**src/rtl/alu_scheduler.sv**
```systemverilog
// alu_scheduler
//   Round-robin arbiter and sequencer in front of the shared combinational
//   alu8bit datapath. Each accepted instruction is held on alu_instruction
//   for an opcode-dependent settle time, after which the ALU outputs are
//   captured and returned tagged with the requester id.
//
// Parameters
//   SETTLE_CYCLES : hold cycles before capture for add/and/xor (1..15)
//   MUL_SETTLE    : hold cycles before capture for mul (1..15)
//
// Ports
//   clk, reset                : clock, synchronous active-high reset
//   req0_* / req1_*           : valid/ready instruction inputs {op,a,b}
//   alu_instruction           : registered instruction driven to the ALU
//   alu_out/extended_out/
//   alu_overflow/alu_carry    : combinational ALU results
//   res_valid/res_ready       : result handshake
//   res_id                    : requester that issued the result
//   res_out/extended_out/
//   res_overflow/res_carry    : captured ALU results
//   busy                      : high whenever not idle
module alu_scheduler #(
   parameter int SETTLE_CYCLES = 1,
   parameter int MUL_SETTLE    = 2
) (
   input  logic        clk,
   input  logic        reset,
   input  logic        req0_valid,
   output logic        req0_ready,
   input  logic [17:0] req0_instruction,
   input  logic        req1_valid,
   output logic        req1_ready,
   input  logic [17:0] req1_instruction,
   output logic [17:0] alu_instruction,
   input  logic [7:0]  alu_out,
   input  logic [7:0]  alu_extended_out,
   input  logic        alu_overflow,
   input  logic        alu_carry,
   output logic        res_valid,
   input  logic        res_ready,
   output logic        res_id,
   output logic [7:0]  res_out,
   output logic [7:0]  res_extended_out,
   output logic        res_overflow,
   output logic        res_carry,
   output logic        busy
);

   localparam logic [3:0] SETTLE_COUNT = 4'(SETTLE_CYCLES);
   localparam logic [3:0] MUL_COUNT    = 4'(MUL_SETTLE);

   typedef enum logic [1:0] {
      IDLE,
      SETTLE,
      DONE
   } state_t;

   state_t      state;
   logic        last_grant;
   logic [3:0]  count;
   logic        grant;
   logic        accept;
   logic [17:0] granted_instruction;

   // On a tie the requester that did not win last time gets the grant.
   always_comb begin
      grant = 1'b0;
      if (req0_valid && req1_valid) begin
         grant = ~last_grant;
      end else if (req1_valid) begin
         grant = 1'b1;
      end
   end

   // Readies are suppressed during reset so a coincident handshake never transfers.
   assign req0_ready = (state == IDLE) & ~reset & req0_valid & ~grant;
   assign req1_ready = (state == IDLE) & ~reset & req1_valid &  grant;
   assign accept     = req0_ready | req1_ready;

   assign granted_instruction = grant ? req1_instruction : req0_instruction;
   assign busy                = (state != IDLE);

   always_ff @(posedge clk) begin
      if (reset) begin
         state            <= IDLE;
         last_grant       <= 1'b1;
         count            <= '0;
         alu_instruction  <= '0;
         res_valid        <= 1'b0;
         res_id           <= 1'b0;
         res_out          <= '0;
         res_extended_out <= '0;
         res_overflow     <= 1'b0;
         res_carry        <= 1'b0;
      end else begin
         case (state)
            IDLE: begin
               if (accept) begin
                  alu_instruction <= granted_instruction;
                  res_id          <= grant;
                  last_grant      <= grant;
                  count           <= (granted_instruction[17:16] == 2'b11) ? MUL_COUNT
                                                                           : SETTLE_COUNT;
                  state           <= SETTLE;
               end
            end
            SETTLE: begin
               count <= count - 4'd1;
               if (count == 4'd1) begin
                  res_out          <= alu_out;
                  res_extended_out <= alu_extended_out;
                  res_overflow     <= alu_overflow;
                  res_carry        <= alu_carry;
                  res_valid        <= 1'b1;
                  state            <= DONE;
               end
            end
            DONE: begin
               if (res_ready) begin
                  res_valid <= 1'b0;
                  state     <= IDLE;
               end
            end
            default: begin
               state <= IDLE;
            end
         endcase
      end
   end

endmodule

```
**config.mk**
```make
export PLATFORM = sky130hd
export DESIGN_NAME = alu_scheduler
export DESIGN_NICKNAME = d
export VERILOG_FILES = /design/src/rtl/alu_scheduler.sv
export SDC_FILE = /design/constraint.sdc
export NUM_CORES = 1
export LEC_CHECK = 0
export ABC_AREA = 1
export CAP_MARGIN = 20
export CELL_PAD_IN_SITES_DETAIL_PLACEMENT = 1
export CELL_PAD_IN_SITES_GLOBAL_PLACEMENT = 1
export CORE_MARGIN = 1
export CORE_UTILIZATION = 27
export CTS_BUF_LIST = sky130_fd_sc_hd__clkbuf_4
export CTS_CLUSTER_SIZE = 24
export DETAILED_ROUTE_END_ITERATION = 6
export HOLD_SLACK_MARGIN = 0.08
export PLACE_DENSITY = 0.84
export SLEW_MARGIN = 10
export SYNTH_ARGS = -nofsm -noshare
export SYNTH_HDL_FRONTEND = slang
export SYNTH_SLANG_ARGS = --single-unit
```
**constraint.sdc**
```tcl
create_clock -name clk -period 1.7 [get_ports clk]
set_clock_uncertainty 0.2 [all_clocks]
set_input_delay 0.17 -clock clk [delete_from_list [all_inputs] [get_ports clk]]
set_output_delay 0.17 -clock clk [all_outputs]
set_load 0.005 [all_outputs]
```
# == After elaboration in Yosys (flattened, before gate mapping) ==
# Index checks and enable logic that the tools add are counted.
# totals
ff_bits,45
wordCells,50
inputBits,59
out_inout_bits,41
# op_classes
addsub,1
n_eq_ne,7
muxes,13
bitwise,9
n_reduce_logical,10
# op_table
op,n
$mux W18,1
$mux W2,4
$pmux W4 S2,1
$ne A2 B2 Y1 const B,3
$pmux W2 S3,1
$reduce_and A2 Y1,3
$reduce_and A3 Y1,2
$reduce_bool A2 Y1,3
$and A1 B1 Y1,5
$eq A2 B2 Y1 const B,2
$eq A4 B1 Y1 const B,1
$mux W1,4
$mux W4,1
$sub A4 B1 Y4 const B,1
$not A1 Y1,3
$eq A2 B1 Y1 const B,1
$logic_not A2 Y1,1
$pmux W1 S2,1
$logic_and A1 B1 Y1,1
$or A1 B1 Y1,1

# == Depth between registers and ports, before layout ==
# Gate-level depths: netlist of the first run.
# depth
ltp_word,7
ltp_mapped,10
mapped_depth_nobuf,9

# == Worst setup path before layout of the first run ==
# No wires, ideal clock.
# synth_path
path_type,register to register
startpoint,register count[0]
endpoint,register count[1]
n_path_buf,0
setup_ns,0.070
arrival_time_ns,1.140
setup_slack_ns,0.290
required_time_ns,1.430
path_stages_with_launch,7
period_less_slack_ns,1.410
path_cell_list,dfxtp_1 > inv_1 > ha_1 > or2_2 > nand2_1 > nand2_1 > a21oi_1
# synth_between
elab_chain_len,2
# synth_lines
element,line,rtl
"start, declared",60,logic [3:0] count;
"start signal, assigned",102,count <= (granted_instruction[17:16] == 2'b11) ? MUL_COUNT
"start signal, assigned",108,count <= count - 4'd1;
$sub A4 B1 Y4,108,
$pmux W4 S2,96,case (state)
# Every way passes these cells.
# A chain may end at the register's enable or synchronous reset.

# == Worst setup path in the final report of the first run ==
# layout_path
startpoint,register state[0]
endpoint,output busy
# layout_between
elab_chain_len,1
# layout_lines
element,line,rtl
"start, declared",58,state_t state;
"start signal, assigned",85,state <= IDLE;
"start signal, assigned",104,state <= SETTLE;
"start signal, assigned",115,state <= DONE;
$reduce_bool A2 Y1,81,assign busy = (state != IDLE);
"end, declared",46,output logic busy
# Every way passes these cells.

==> results of run 1 <==
==> cell usage after synthesis, drive strengths merged <==
cell type  count
dfxtp         45
o21ai         38
buf           10
nor2          47
clkbuf         4
a31oi         18
inv           15
a21oi          6
nand3         11
nand4          1
nand2         57
or2            2
ha             2
==> worst max-delay path, stage by stage (launching register included) <==
cell,delay [ns]
sky130_fd_sc_hd__dfxtp_4,0.37
sky130_fd_sc_hd__nor2_4,0.17
sky130_fd_sc_hd__buf_6,0.12
sky130_fd_sc_hd__inv_1,0.06
sky130_fd_sc_hd__clkdlybuf4s15_1,0.20
==> per-stage QoR <==
stage	area, um2	worst slack, ns	utilization (%)
after global routing	3260	-0.0519	47.9
after detailed placement	3060	-0.320	45.1
after global placement	3060	-0.216	45.1
after floorplan	1890	0.290	-
final	3260	0.0483	47.9
after CTS	3180	0.0283	46.8
==> routing by layer <==
metal / wire [um] / part of all wire, %
met3: 426 / 6.2
met1: 3020 / 44
met5: 0 / 0
met2: 3330 / 49
met4: 63 / 0.92
==> power by group through the flow <==
stage	clock [mW]	combinational, mW	sequential (mW)
finish	0.689	0.731	1.19
global route	0.767	0.800	1.20
CTS	0.716	0.691	1.19
detailed placement	0	0.670	1.22
global placement	0	0.650	1.21
floorplan	0	0.266	1.22
==> layout make-up <==
type                    count  area [um2]
repair buffers            122        1210
multi-input cells         182         883
clock buffers               6        45.0
clock inverters             2        33.8
well taps                  96         120
fillers                   830        3540
flip-flops and latches     45         908
inverters                  15        56.3
==> kinds of logic after synthesis <==
kind of cell | Yosys count | share of synthesized area (%)
AO/OA/AOI/OAI | 62 | 18.3
adder cells (fa/ha/maj) | 2 | 1.32
buffers and inverters | 29 | 7.14
flip-flops | 45 | 47.6
AND/OR/NAND/NOR | 118 | 25.6
==> flip-flops by register name (all words and copies together), names as in the netlist <==
name              count
alu_instruction      18
count                 4
last_grant            1
res_carry             1
res_extended_out      8
res_id                1
res_out               8
res_overflow          1
res_valid             1
state                 2
==> worst max path at each step <==
stage                     startpoint               endpoint  slack, ns  depth (start not counted)
2_1_floorplan  count[0]$_SDFFE_PP0P_  count[1]$_SDFFE_PP0P_       0.29                          6
3_3_place_gp              req0_valid             req0_ready      -0.22                          6
3_5_place_dp              req0_valid             req0_ready      -0.32                          6
4_1_cts          res_id$_SDFFE_PP0P_                 res_id       0.03                          1
5_1_grt        state[0]$_SDFFE_PP0P_             req1_ready      -0.05                          4
6_report       state[0]$_SDFFE_PP0P_                   busy       0.05                          4
==> repair_timing <==
item / 4_1_cts / 5_1_grt
setup endpoints to repair: 3 / 24
buffers inserted: 4 / 3
cloned: 0 / 1
pin swaps: 3 / 1
hold buffers: 0 / 0
gates resized for setup: 18 / 6
==> results.sh, run 1 <==
export IMPL_crit_path_end_kind="primary output"
export IMPL_post_route_drc_count=0
export IMPL_seq_power_share_pct=45.7
export IMPL_finalHoldViolCount=0
export IMPL_layout_cells_most_common="sky130_fd_sc_hd__clkdlybuf4s50_1"
export IMPL_cts_buffers=5
export IMPL_route_detailed_wl_per_inst_um=14.6
export IMPL_synth_top_cells_by_area="sky130_fd_sc_hd__dfxtp_1 (48%), sky130_fd_sc_hd__nand2_1 (11%), sky130_fd_sc_hd__o21ai_0 (9.8%)"
export IMPL_synth_distinct_cells=22
export IMPL_path_clk_slew_ns=0.15
export IMPL_power_frac_clock_pct=26.4
export IMPL_tritoncts_clock_tree="built"
export IMPL_max_cap_violations=0
export IMPL_gr_max_usage_layer="met2"
export IMPL_drt_pass1_iter_count=4
export IMPL_fp_dieH_um=85.7
export IMPL_synth_area_per_cell_um2=7.39
export IMPL_start_kind="flop"
export IMPL_hold_class="in -> reg"
export IMPL_synth_seq_area_share_pct=47.6
export IMPL_antenna_found_initial=0
export IMPL_final_period_utilization_pct=97.2
export IMPL_met1_routing_resource_usage_after_global_routing_pct=20.9
export IMPL_area_growth_pct=72.2
export IMPL_vias=2186
export IMPL_grt_pass1_vias=2251
export IMPL_slew_limit_headroom_pct=78.5
export IMPL_yosys_warnings=0
export IMPL_routed_via_density=4.67
export IMPL_grt_first_pass_wirelength_um=10600
export IMPL_ys_seq_elements=45
export IMPL_n_antenna_cell=0
export IMPL_grt_total_usage_pct=18.4
export IMPL_ff2ff_path_depth=7
export IMPL_fmax_mhz=605
export IMPL_p_sw_share_pct=28.1
export IMPL_syn_nets=317
export IMPL_finalPower_mw=2.61
export IMPL_detailedRoute_firstIterationViolations=83
export IMPL_mostFrequentLayoutCells="sky130_fd_sc_hd__clkdlybuf4s50_1 (95), sky130_fd_sc_hd__nand2_1 (55), sky130_fd_sc_hd__nor2_1 (43), sky130_fd_sc_hd__dfxtp_1 (43), sky130_fd_sc_hd__o21ai_0 (37)"
export IMPL_crit_reg2reg_launch="state[0]$_SDFFE_PP0P_"
export IMPL_die_width_um=85.7
export IMPL_required_ns=1.33
export IMPL_synthCells=256
export IMPL_final_setup_viol_count=0
export IMPL_final_nets=432
export IMPL_die_area_mm2=0.00735
export IMPL_fin_crit_ns=1.65
export IMPL_holdCritStartpoint="req1_instruction[0]"
export IMPL_num_io_pins=100
export IMPL_pwr_share_comb_pct=28.0
export IMPL_whs_ns=0.153
export IMPL_critical_path_reg2reg_endpoint="alu_instruction[8]$_SDFFE_PP0P_"
export IMPL_fin_tns_setup_ns=0
export IMPL_met3_usage_pct=5.77
export IMPL_path_class="reg -> out"
export IMPL_area_of_the_mapped_netlist_mm2=0.00189
export IMPL_switchingPower_uw=734
export IMPL_drt_total_wl_um=6840
export IMPL_timing_final_max_slew_violations=0
export IMPL_regToRegSetupSlack_ns=0.06
export IMPL_worst_hold_path_endpoint="alu_instruction[0]$_SDFFE_PP0P_"
export IMPL_netlist_area_leader_share_pct=47.6
export IMPL_power_internal_mw=1.88
export IMPL_worstSkewPairLatency_ns=0.37
export IMPL_synth_top_cell_by_area="sky130_fd_sc_hd__dfxtp_1"
export IMPL_cp_data_arrival_time_ns=1.28
export IMPL_run_status="finished, final reports clean"
export IMPL_drtAntennaViolNets=0
export IMPL_h_tree_depth=2
export IMPL_grt_overflow=0
export IMPL_place_hpwl_um=4590
export IMPL_clk_root_buffer_cell="sky130_fd_sc_hd__clkbuf_4"
export IMPL_floorplan_core_area_mm2=0.00679
export IMPL_power_leakage_nw=1.40
export IMPL_initial_standard_cell_utilization_of_the_core_pct=27.8
export IMPL_io_buffers=99
export IMPL_dp_cells=452
export IMPL_max_slew_worst_pin_slew_ns=0.322
export IMPL_grt_start_max_net_pins=37
export IMPL_maximum_clock_path_buffer_count=2
export IMPL_clock_sink_count=45
export IMPL_peakVddDrop_v=0.000391
export IMPL_globalplace_congestion=0.785
export IMPL_placement_rows=30
export IMPL_post_route_cells_drive_above_1_share_pct=12.6
export IMPL_timing_critical_path_fanout_max=3
export IMPL_instances_no_fill=468
export IMPL_power_density_mw_per_mm2=802
export IMPL_min_delay_path_depth=3
export IMPL_use_met2_pct=33.0
Power figures use the tool's default switching activity.
==> run 2, diff against run 1 <==
Settings changed: REMOVE_ABC_BUFFERS set to 1.
==> run 2 against run 1 <==
  * Global-route usage shrank 1.1 points
  * Fmax increased by 0.32%
  * Final cell count is 0.64% higher
  * Setup slack gained 0.0052 ns
  * First-iteration DRC count is 60% lower
  * Clock power decreased by 0.7%
  * Clock-buffer cell count down 1
  * Highest routed layer unchanged
  * Utilization increased by 1.8 points
  * Die area stayed put
  * Routed wire length shrank 5.2%
  * Combinational power rose by 5.9%
  * Non-clock buffer count is 3 higher
  * Largest power group unchanged
==> results.sh, run 2 (synthesis gave the netlist of run 1 again) <==
export IMPL_largest_register="alu_instruction"
export IMPL_fp_dieH_um=85.7
export IMPL_whs_ns=0.166
export IMPL_grt_overflow=0
export IMPL_max_cap_violations=0
export IMPL_dp_cells=453
export IMPL_reg_largest_list="alu_instruction x18, res_extended_out x8, res_out x8"
export IMPL_fmax_mhz=607
export IMPL_required_ns=1.33
export IMPL_tritoncts_clock_tree="built"
export IMPL_detailed_place_area_mm2=0.00307
export IMPL_grt_total_usage_pct=17.3
export IMPL_final_setup_viol_count=0
export IMPL_h_tree_depth=2
export IMPL_slew_limit_headroom_pct=77.0
export IMPL_clk_root_buffer_cell="sky130_fd_sc_hd__clkbuf_4"
export IMPL_place_hpwl_um=4490
export IMPL_io_buffers=99
export IMPL_crit_path_cell_trace="nor2_4, buf_6, nand3_4, nor2_2, buf_2"
export IMPL_final_core_util_pct=49.8
export IMPL_start_kind="flop"
export IMPL_slowest_delay_ns=0.38
export IMPL_placement_rows=30
export IMPL_crit_path_top_delay_cell="sky130_fd_sc_hd__dfxtp_4"
export IMPL_seq_power_share_pct=45.0
export IMPL_switchingPower_uw=749
export IMPL_final_fill_count=841
export IMPL_peakVddDrop_v=0.000337
export IMPL_route_detailed_wl_per_inst_um=13.8
export IMPL_post_route_cells_drive_above_1_share_pct=16.0
export IMPL_worstSkewPairLatency_ns=0.36
export IMPL_globalplace_congestion=0.821
export IMPL_crit_path_end_kind="primary output"
export IMPL_largest_reg_flops=18
export IMPL_floorplan_core_area_mm2=0.00679
export IMPL_path_buf_inv=2
export IMPL_pwr_share_comb_pct=29.2
export IMPL_unrepaired_setup_endpoints_after_global_routing="yes"
export IMPL_final_nets=435
export IMPL_n_antenna_cell=0
export IMPL_mostFrequentLayoutCells="sky130_fd_sc_hd__clkdlybuf4s50_1 (96), sky130_fd_sc_hd__nand2_1 (52), sky130_fd_sc_hd__nor2_1 (43)"
export IMPL_initial_standard_cell_utilization_of_the_core_pct=27.8
export IMPL_power_leakage_nw=1.41
export IMPL_power_internal_mw=1.90
export IMPL_p_sw_share_pct=28.2
export IMPL_instances_no_fill=471
export IMPL_critical_path_top_delay_family="flip-flops"
export IMPL_cts_buffers=5
export IMPL_layout_cells_most_common="sky130_fd_sc_hd__clkdlybuf4s50_1"
export IMPL_clock_sink_count=45
export IMPL_hold_class="in -> reg"
export IMPL_finalHoldViolCount=0
export IMPL_routed_via_density=4.63
export IMPL_die_width_um=85.7
export IMPL_max_slew_worst_pin_slew_ns=0.346
export IMPL_timing_critical_path_fanout_max=4
export IMPL_drt_total_wl_um=6480
export IMPL_timing_final_max_slew_violations=0
export IMPL_maximum_clock_path_buffer_count=2
export IMPL_grt_start_max_net_pins=38
export IMPL_run_status="finished, final reports clean"
export IMPL_path_clk_slew_ns=0.15
export IMPL_antenna_found_initial=0
export IMPL_design_area_mm2=0.00338
export IMPL_cp_data_arrival_time_ns=1.28
export IMPL_grt_first_pass_wirelength_um=10200
export IMPL_grt_pass1_vias=2228
export IMPL_final_period_utilization_pct=96.9
export IMPL_vias=2183
export IMPL_post_route_drc_count=0
export IMPL_area_growth_pct=78.7
export IMPL_num_io_pins=100
export IMPL_power_density_mw_per_mm2=785
export IMPL_cts_hold_buffers_added=0
export IMPL_path_class="reg -> out"
export IMPL_drtAntennaViolNets=0
export IMPL_drt_pass1_iter_count=3
export IMPL_power_frac_clock_pct=25.8
export IMPL_die_area_mm2=0.00735
export IMPL_fin_crit_ns=1.65
export IMPL_detailedRoute_firstIterationViolations=33
-- run 2: layer usage --
metal	global-route usage, %	wire length (um)
met5	0	0
met2	30.5	3200
met3	5.49	490
met4	5.00	59
met1	20.0	2730
-- run 2: tightest hold or removal path: stages --
cell                              delay (ns)
sky130_fd_sc_hd__clkdlybuf4s50_1        0.40
sky130_fd_sc_hd__nand2_1                0.06
sky130_fd_sc_hd__a31oi_1                0.07
-- run 2: final timing paths --
check                              from                                to  slack, ns  cells after the start
setup reg to reg  state[0]$_SDFFE_PP0P_   alu_instruction[4]$_SDFFE_PP0P_       0.09                      8
hold / removal     req0_instruction[15]  alu_instruction[15]$_SDFFE_PP0P_       0.17                      3
setup / recovery  state[0]$_SDFFE_PP0P_                        req0_ready       0.05                      5
hold reg to reg   count[1]$_SDFFE_PP0P_             count[1]$_SDFFE_PP0P_       0.28                      2
-- run 2: repair_timing --
action                                  4_1_cts  5_1_grt
setup buffers                                 3        4
pin swaps                                     1        2
resized for setup                            12       25
gates cloned                                  0        3
endpoints found under the setup margin        3       35
endpoints found under the hold margin         0        0
-- run 2: area by class of cell --
cell class / instances / area (um2) / share of cell area [%]
timing repair buffer: 125 / 1270 / 37.6
multi-input combinational: 182 / 940 / 27.8
sequential: 45 / 910 / 26.9
tap: 96 / 120 / 3.55
inverter: 15 / 56.3 / 1.67
clock inverter: 3 / 46.3 / 1.37
clock buffer: 5 / 37.5 / 1.11
-- run 2: stage by stage --
| stage | power (mW) | setup TNS (ns) | worst slack (ns) |
|---|---|---|---|
| 6_report | 2.65 | 0 | 0.0535 |
| 5_1_grt | 2.82 | -0.0270 | -0.0188 |
| 4_1_cts | 2.59 | -0.0844 | -0.0844 |
| 3_5_place_dp | 1.89 | -4.17 | -0.266 |
| 3_3_place_gp | 1.87 | -2.61 | -0.199 |
| 2_1_floorplan | 1.46 | -9.52 | -0.569 |
-- run 2: power groups by stage --
stage | Clock (mW) | Sequential, mW | Combinational, mW
finish | 0.684 | 1.20 | 0.774
global placement | 0 | 1.21 | 0.651
floorplan | 0 | 1.22 | 0.242
CTS | 0.712 | 1.19 | 0.688
global route | 0.759 | 1.21 | 0.852
detailed placement | 0 | 1.22 | 0.671
==> RTL change, RTL diff (config.mk and constraints of run 1) <==
The 3 states of `state_t` get a one-hot encoding in 3 bits.
--- a/src/rtl/alu_scheduler.sv
+++ b/src/rtl/alu_scheduler.sv
@@ -51,6 +51,6 @@
 
-   typedef enum logic [1:0] {
-      IDLE,
-      SETTLE,
-      DONE
+   typedef enum logic [2:0] {
+      IDLE   = 3'b001,
+      SETTLE = 3'b010,
+      DONE   = 3'b100
    } state_t;
Check against the original RTL: same outputs for any inputs over 10 cycles, from zero or initial values and one cycle with reset high; not proved beyond that.
==> RTL change against run 1 <==
- the run now ends with negative setup slack left
- routed wire length up 20%
- hold slack better by 0.050 ns
- worst setup slack worse by 0.15 ns
- area after synthesis up 3.7%
- sequential cell count up 1
- sequential share of layout area down 1.9 points
- final area up 10%
- register-to-register slack worse by 0.16 ns
- die area up 3.6%
- power down 0.18%
- critical path type is now flop to flop
- largest power group unchanged
- highest routed layer unchanged
==> RTL change: results (changes against run 1) <==
Logic synthesis
  • Complex-gate fraction of the synthesized area: 16.8% (-1.5 points)
  • XOR/XNOR Fraction of Synth Area: 0.446% (+0.45 points)
  • Netlist cell types: 23 (+4.5%)
  • Top FF cell, synth: dfxtp_1
  • Yosys warnings: 0 (unchanged)
  • Ys async rst share: 0% (unchanged)
  • Mux share of post-synthesis cell area: 0% (unchanged)
  • Area contributors post-synth: dfxtp_1 47%, nor2_1 13%, nand2_1 10%
  • Synth cell count leaders: 66 x nor2_1, 54 x nand2_1, 46 x dfxtp_1, 39 x a21oi_1, 20 x o21ai_0
  • Sequential cell area fraction in the yosys report: 46.9% (-0.68 points)
  • Synth Area in Adders: 1.28% (-0.047 points)
  • Syn nets: 339 (+6.9%)

Layout
  • Layout cells sized above 1: 24.0% (+11 points)
  • Largest regs: alu_instruction (18), res_extended_out (8), res_out (8)
  • Nets: 465 (+7.6%)
  • Antenna diode count: 0 (unchanged)

Status
  • Status: finished with violations
  • Violated checks: negative setup slack

Global routing
  • First-pass GRT wire length: 10800 um (+1.6%)
  • Initial antenna violation count: 0 (unchanged)
  • Vias in the first global route: 2433 (+8.1%)
  • GRT Overall Usage: 18.2% (-0.11 points)
  • Largest net degree at the start of global routing: 25 (-32%)

Min path
  • Hold path startpoint: alu_overflow
  • Min-Delay Path Class: primary input to flop
  • Worst hold endpoint: res_overflow

Worst setup path
  • Setup CP Type: flop to flop
  • CP max stage cell: dfxtp_2
  • Slowest stage delay, CP: 0.35 ns (-0.02 ns)
  • CP Max Fanout: 6 (+3)
  • R2R Path Start: state[1]
  • Critical path arrival: 1.87 ns (+0.59 ns)
  • R2r endpoint: count[1]
  • Kind of cell adding the most delay to the critical path: buffers and inverters

Routing
  • DRT Wirelength: 8210 um (+20%)
  • TritonRoute pass-1 iters: 4 (unchanged)
  • Routed vias: 2348 (+7.4%)
  • Iteration-0 DRC count of the detailed router: 45 (-46%)

Power and ir drop
  • Leak: 1.45 nW (+4.1%)
  • Max IR drop VDD: 0.374 mV (-4.4%)

Placement
  • Hpwl dp: 4950 um (+7.9%)
  • RePlAce Congestion: 0.774 (-1.4%)
  • I/O Buffers: 99 (unchanged)

Clock tree
  • CTS buffer count: 5 (unchanged)
  • Reg clk slew, reported paths: 0.14 ns
  • Resized Gates After CTS: 32 (+14)
  • Post-CTS setup buffers: 3 (-1)
  • Clock Latency Late Sink: 0.37 ns (about the same)
  • CTS Root Buffer Type: clkbuf_4
  • Htree depth: 2 (unchanged)
  • Clock Tree Buf Depth: 2 (unchanged)

STA
  • Post-route setup TNS: -0.461 ns (-0.461 ns)
  • Relative slew slack: 80.9% (+2.4 points)
  • Final setup violation count: 14 (+14)
  • Final WS setup: -0.100 ns (-0.149 ns)
## RTL change: changes by cell type in the layout (fill, tap and decap cells not counted), moves of 5 or more
cell            run 1  this run
nand2_1            55        49
dfxtp_2             0         7
a21oi_2             0        18
o21ai_0            37        16
o21ai_1             0         5
a21oi_1             5        17
a31oi_1            17         0
nor2_1             43        62
buf_4              17        25
## RTL change: report_power, final
part           total (mW)  leakage, nW  switching [mW]  internal, mW
combinational       0.860         1.04           0.400         0.459
clock               0.555       0.0356           0.376         0.179
sequential           1.19        0.375          0.0518          1.14
## RTL change: final cells by class
| class | count | area [um2] |
|---|---|---|
| tap | 96 | 120 |
| timing repair buffer | 134 | 1320 |
| clock buffer | 6 | 45.0 |
| inverter | 17 | 68.8 |
| multi-input combinational | 200 | 1080 |
| sequential | 46 | 930 |
| clock inverter | 2 | 13.8 |
| fill | 846 | 3320 |
## RTL change: kinds of logic (layout without fill, tap and decap cells)
logic type / after synthesis / in the layout
adder cells (fa/ha/maj): 2 / 2
XOR/XNOR: 1 / 1
AO/OA/AOI/OAI: 64 / 64
buffers and inverters: 32 / 159
AND/OR/NAND/NOR: 133 / 133
flip-flops: 46 / 46
## RTL change: metrics by stage
stage / cells / setup WS [ns] / cell area, um2 / hold slack [ns] / power (mW)
finish: 501 / -0.100 / 3580 / 0.203 / 2.61
global route: 501 / -0.174 / 3580 / 0.215 / 2.73
CTS: 490 / -0.0964 / 3290 / 0.200 / 2.41
detailed placement: 479 / -0.489 / 3150 / 0.274 / 1.83
global placement: 479 / -0.359 / 3150 / 0.256 / 1.81
floorplan: 278 / 0.207 / 1960 / 0.137 / 1.48
## RTL change: per-layer routing
layer	GRT usage (%)	vias up	share of wire, %
met2	33.7	68	54
li1	-	1140	-
met4	6.71	0	2.5
met3	5.02	15	4.4
met1	19.7	1125	39
met5	0	-	0
